File: src/rtl/axis_flit_injector.sv
// axis_flit_injector
//   Injection stage for a router's local input port. Each accepted AXI-stream
//   beat is held and emitted as SERIALIZATION_FACTOR flits, least-significant
//   slice first, under credit-based flow control against the router's input
//   buffer (FLIT_BUFFER_DEPTH credits at reset).
//
// Ports
//   clk_noc, rst_noc_sync            clock; synchronous active-high reset
//   axis_tvalid/tready/tdata/tlast   AXI-stream beat input
//   axis_tid/tdest                   stream id / destination, sent as {tid,tdest}
//   data_out/dest_out/is_tail_out    flit fields towards the router
//   send_out                         one pulse per flit
//   credit_in                        one credit returned per asserted cycle
//   credit_count                     current credit count
//   credit_overflow                  sticky: credit returned while already full
//
// Optional build macro AXIS_FLIT_INJECTOR_PERF_CNT_EN adds the 32-bit counters
//   perf_flits_sent and perf_credit_stalls.
module axis_flit_injector #(
   parameter int TDATA_WIDTH          = 32,
   parameter int TDEST_WIDTH          = 4,
   parameter int TID_WIDTH            = 2,
   parameter int SERIALIZATION_FACTOR = 2,
   parameter int FLIT_BUFFER_DEPTH    = 8,
   parameter int FLIT_WIDTH           = TDATA_WIDTH / SERIALIZATION_FACTOR,
   parameter int DEST_WIDTH           = TDEST_WIDTH + TID_WIDTH,
   parameter int CW                   = $clog2(FLIT_BUFFER_DEPTH + 1)
) (
   input  logic                   clk_noc,
   input  logic                   rst_noc_sync,
   input  logic                   axis_tvalid,
   output logic                   axis_tready,
   input  logic [TDATA_WIDTH-1:0] axis_tdata,
   input  logic                   axis_tlast,
   input  logic [TID_WIDTH-1:0]   axis_tid,
   input  logic [TDEST_WIDTH-1:0] axis_tdest,
   output logic [FLIT_WIDTH-1:0]  data_out,
   output logic [DEST_WIDTH-1:0]  dest_out,
   output logic                   is_tail_out,
   output logic                   send_out,
   input  logic                   credit_in,
   output logic [CW-1:0]          credit_count,
`ifdef AXIS_FLIT_INJECTOR_PERF_CNT_EN
   output logic [31:0]            perf_flits_sent,
   output logic [31:0]            perf_credit_stalls,
`endif
   output logic                   credit_overflow
);

   localparam int IW = (SERIALIZATION_FACTOR > 1) ? $clog2(SERIALIZATION_FACTOR) : 1;
   localparam logic [0:0] ST_IDLE = 1'b0;
   localparam logic [0:0] ST_SEND = 1'b1;
   localparam logic [CW-1:0] DEPTH_C = CW'(FLIT_BUFFER_DEPTH);
   localparam logic [IW-1:0] LAST_IDX = IW'(SERIALIZATION_FACTOR - 1);

   logic [0:0]             r_state;
   logic [IW-1:0]          r_flit_idx;
   logic [TDATA_WIDTH-1:0] r_data;
   logic [DEST_WIDTH-1:0]  r_dest;
   logic                   r_tlast;
   logic [CW-1:0]          r_credit;
   logic                   r_overflow;

   logic          w_send;
   logic          w_last_idx;
   logic          w_last_send;
   logic          w_ready;
   logic          w_accept;
   logic [CW-1:0] w_credit_next;
   logic          w_ovf_event;

   // With SERIALIZATION_FACTOR==1 LAST_IDX is 0, so the index never leaves 0.
   assign w_last_idx  = (r_flit_idx == LAST_IDX);
   // Gated by reset so nothing is sent or accepted in the reset cycle itself.
   assign w_send      = ~rst_noc_sync & (r_state == ST_SEND) & (r_credit != '0);
   assign w_last_send = w_send & w_last_idx;
   assign w_ready     = ~rst_noc_sync & ((r_state == ST_IDLE) | w_last_send);
   assign w_accept    = w_ready & axis_tvalid;

   assign axis_tready     = w_ready;
   assign send_out        = w_send;
   assign data_out        = r_data[r_flit_idx * FLIT_WIDTH +: FLIT_WIDTH];
   assign dest_out        = r_dest;
   assign is_tail_out     = r_tlast & w_last_idx;
   assign credit_count    = r_credit;
   assign credit_overflow = r_overflow;

   always_comb begin
      w_credit_next = r_credit;
      w_ovf_event   = 1'b0;
      if (credit_in && !w_send && (r_credit == DEPTH_C)) begin
         // Returned credit with a full counter: saturate and flag.
         w_ovf_event = 1'b1;
      end else if (w_send && !credit_in) begin
         w_credit_next = r_credit - 1'b1;
      end else if (!w_send && credit_in) begin
         w_credit_next = r_credit + 1'b1;
      end
   end

   always_ff @(posedge clk_noc) begin
      if (rst_noc_sync) begin
         r_state    <= ST_IDLE;
         r_flit_idx <= '0;
         r_data     <= '0;
         r_dest     <= '0;
         r_tlast    <= 1'b0;
         r_credit   <= DEPTH_C;
         r_overflow <= 1'b0;
      end else begin
         r_credit <= w_credit_next;
         if (w_ovf_event) begin
            r_overflow <= 1'b1;
         end
         if (w_accept) begin
            r_state    <= ST_SEND;
            r_flit_idx <= '0;
            r_data     <= axis_tdata;
            r_dest     <= {axis_tid, axis_tdest};
            r_tlast    <= axis_tlast;
         end else if (w_send) begin
            if (w_last_idx) begin
               r_state    <= ST_IDLE;
               r_flit_idx <= '0;
            end else begin
               r_flit_idx <= r_flit_idx + 1'b1;
            end
         end
      end
   end

`ifdef AXIS_FLIT_INJECTOR_PERF_CNT_EN
   logic [31:0] r_perf_flits;
   logic [31:0] r_perf_stalls;

   always_ff @(posedge clk_noc) begin
      if (rst_noc_sync) begin
         r_perf_flits  <= '0;
         r_perf_stalls <= '0;
      end else begin
         if (w_send) begin
            r_perf_flits <= r_perf_flits + 32'd1;
         end
         if ((r_state == ST_SEND) && (r_credit == '0)) begin
            r_perf_stalls <= r_perf_stalls + 32'd1;
         end
      end
   end

   assign perf_flits_sent    = r_perf_flits;
   assign perf_credit_stalls = r_perf_stalls;
`endif

endmodule

File: config.mk
export PLATFORM = sky130hd
export DESIGN_NAME = axis_flit_injector
export DESIGN_NICKNAME = d
export VERILOG_FILES = /design/src/rtl/axis_flit_injector.sv
export SDC_FILE = /design/constraint.sdc
export NUM_CORES = 1
export LEC_CHECK = 0
export CAP_MARGIN = 0
export CORE_ASPECT_RATIO = 1.2
export CORE_MARGIN = 2
export CORE_UTILIZATION = 46
export CTS_BUF_LIST = sky130_fd_sc_hd__clkbuf_8 sky130_fd_sc_hd__clkbuf_16
export CTS_CLUSTER_SIZE = 10
export DETAILED_ROUTE_END_ITERATION = 8
export GPL_TIMING_DRIVEN = 0
export PLACE_DENSITY = 0.84
export SYNTH_ARGS = -nofsm -noshare
export SYNTH_HDL_FRONTEND = slang
export SYNTH_SLANG_ARGS = --single-unit
File: constraint.sdc
create_clock -name clk_noc -period 6.5 [get_ports clk_noc]
set_clock_uncertainty 0.1 [all_clocks]
set_input_delay 1.95 -clock clk_noc [delete_from_list [all_inputs] [get_ports clk_noc]]
set_output_delay 1.95 -clock clk_noc [all_outputs]
set_load 0.02 [all_outputs]
==> impl_results.md <==
* Wire per inst at 14.6 um
* GR Util All Layers at 0.200
* Syn Inst Count at 163
* Hold buffer count at cts at 0
* ANT nets after route at 0
* FMAX at 183 MHz
* # rows at 25
* FF-to-FF Start: credit_count[0]
* Cell Area, Synth at 0.00187 sq mm
* Worst reg2reg setup slack at 4180 ps
* IO buf count at 72
* H-tree levels at 2
* Largest net degree at the start of global routing at 17
* Pre-CTS setup slack at 1020 ps
* Final TNS setup at 0 ps
* Setup crit end kind: output port
* Area delta synth->final at 47.1%
* Final Max Tran Viols at 0
* First-pass iteration count of the detailed router at 6
* Drt drc at 0
* Initial antenna violation count at 0
* Syn Area/Cell at 11.5 sq um
* Seq cells post-synth at 46
* Final worst slack at 1020 ps
* Die height at 73.9 um
* Netlist cell types at 39
* Met2 Usage GRT at 0.353
* Seq/Total Area, Yosys at 0.492
* Gr busiest metal: met2
* CTS tree: yes
* First-pass GRT wire length at 7090 um
* Req. time, crit path at 4450 ps
* CORE AREA at 0.00391 sq mm
* CTS Buf Count at 5
* Layout cells sized above 1 at 0.165
* CP max FO at 3
* Starting density of the core at 0.478
* Io pins at 73
* Setup bufs post-CTS at 0
* CP Data Arrival Time at 3430 ps
* Worst R2R End: credit_count[2]
* Chip width at 62.2 um
* Top-count cell post-synth: dfxtp_1
* Setup CP Type: in -> out
* Fin nets at 286
* Detailed Route Iter0 Violations at 86
* Main synth FF type: dfxtp_1
* CP Launch Type: primary input
* Worst Hold Path EP: r_data[16]
* R2R depth at 8
* Top cells by count, synth: 46 x dfxtp_1, 39 x a22o_1, 16 x mux2_2
* Clk buf depth at 2
* Clock Latency Late Sink at 300 ps
* Relative slew slack at 0.616
* RSZ-0062 raised after global routing: false
* Mapped Nets at 207
* PD cells at 240 mW/mm^2
* Clock root cell: clkbuf_8
* Share of flip-flops with an asynchronous set or reset at 0
* Die area at 0.00459 sq mm
* P_leak at 1.09 nW
* Hold Path Stages at 1
* Crit path time final at 5480 ps
* CTS resizes at 0
* Reg clk slew, reported paths at 90 ps
* Global routing usage on met1 at 0.222
* Worst min-delay path class: reg -> reg
* Final wirelength at 4320 um
* Fin. Hold Viols at 0
* Number of max-cap violations at 0
* Outcome: complete, no violations
* Sinks on the clock net at 46
* Actual slew at the worst max-slew pin at 576 ps
* Fin area at 0.00275 sq mm
* GR Overflow Total at 0
* Worst vdd ir at 0.168 mV
* Post-DP HPWL at 3110 um
* Post-synth top area share at 0.492
* Synth warn at 0
* Number of flops mapped to enable cells by yosys at 0
* Final setup fails at 0
* DR vias/cell at 5.30
* Crit share post-route at 0.843
* WHS at 378 ps
* Vias in the first global route at 1535
* GPL Wtd Cong at 0.814
* Hold_sp: r_data[16]
* Layout fillers at 317
* Met3 GRT Util at 0.0597
* Via count at 1575
* Power Total at 0.661 mW
* Cell taking the most area after synthesis: dfxtp_1
* ANT cells at 0
* Placed inst area at 0.00266 sq mm
* Synth area leaders: dfxtp_1 49%, a22o_1 18%, mux2_2 9.6%
where the power goes:
group          switching [mW]  internal [mW]  leakage, nW
clock network           0.104         0.0770       0.0408
registers              0.0161          0.303        0.378
logic                  0.0708         0.0899        0.673
total                   0.190          0.470         1.09
per-stage QoR:
step	util	cells
after global routing	0.704	297
after global placement	0.680	289
after CTS	0.704	297
after detailed placement	0.680	289
final	0.704	297
after floorplan	-	163
metal layers:
metal / share of wire / routed length, um / up-vias
met5: 0 / 0 / -
met4: 0.014 / 59 / 0
met3: 0.048 / 206 / 4
met2: 0.53 / 2300 / 46
met1: 0.41 / 1760 / 755
li1: - / - / 770
worst max-delay path by stage:
stage | start | endpoint | slack [ps] | cells after the start
2_1_floorplan | rst_noc_sync | send_out | 2050 | 2
3_3_place_gp | rst_noc_sync | send_out | 1030 | 4
3_5_place_dp | rst_noc_sync | send_out | 1020 | 4
4_1_cts | rst_noc_sync | send_out | 1020 | 4
5_1_grt | rst_noc_sync | send_out | 980 | 4
6_report | rst_noc_sync | send_out | 1020 | 4
cell type report:
type,count,area (sq um),area share
clock inverters,3,23.8,0.00864
inverters,1,3.75,0.00136
flip-flops and latches,46,921,0.335
multi-input cells,101,846,0.307
plain buffers,15,100,0.0364
repair buffers,72,721,0.262
well taps,54,67.6,0.0246
clock buffers,5,68.8,0.0250
cell families after synthesis:
family,Yosys count,synth area share
XOR/XNOR,3,0.0140
AND/OR/NAND/NOR,24,0.0716
adder cells (fa/ha/maj),1,0.00669
AO/OA/AOI/OAI,54,0.247
multiplexers,19,0.113
flip-flops,46,0.492
buffers and inverters,16,0.0555
registers in the layout, summed over array words and instances, names as in the netlist:
register and count:
dest_out 6, r_flit_idx 1, r_tlast 1, r_state 1, credit_count 4, credit_overflow 1
r_data 32
worst max-delay path: stages:
cell and delay [ps]:
clkdlybuf4s50_1 500, and2b_2 250, and2_2 190, clkdlybuf4s50_1 530
layout by cell type, fill, tap and decap left out, types with 2 or more instances in the layout:
cell type        instances
mux2i_1                  2
clkbuf_8                 5
nor2_1                   5
clkbuf_1                 4
a21oi_1                  6
a32oi_1                  2
clkinvlp_4               2
buf_4                    2
mux2_2                  16
buf_2                    2
xnor2_1                  2
clkdlybuf4s50_1         72
a22o_1                  39
dfxtp_1                 46
buf_1                    2
buf_6                    4
nand2_1                  6
Power figures use the tool's default switching activity.
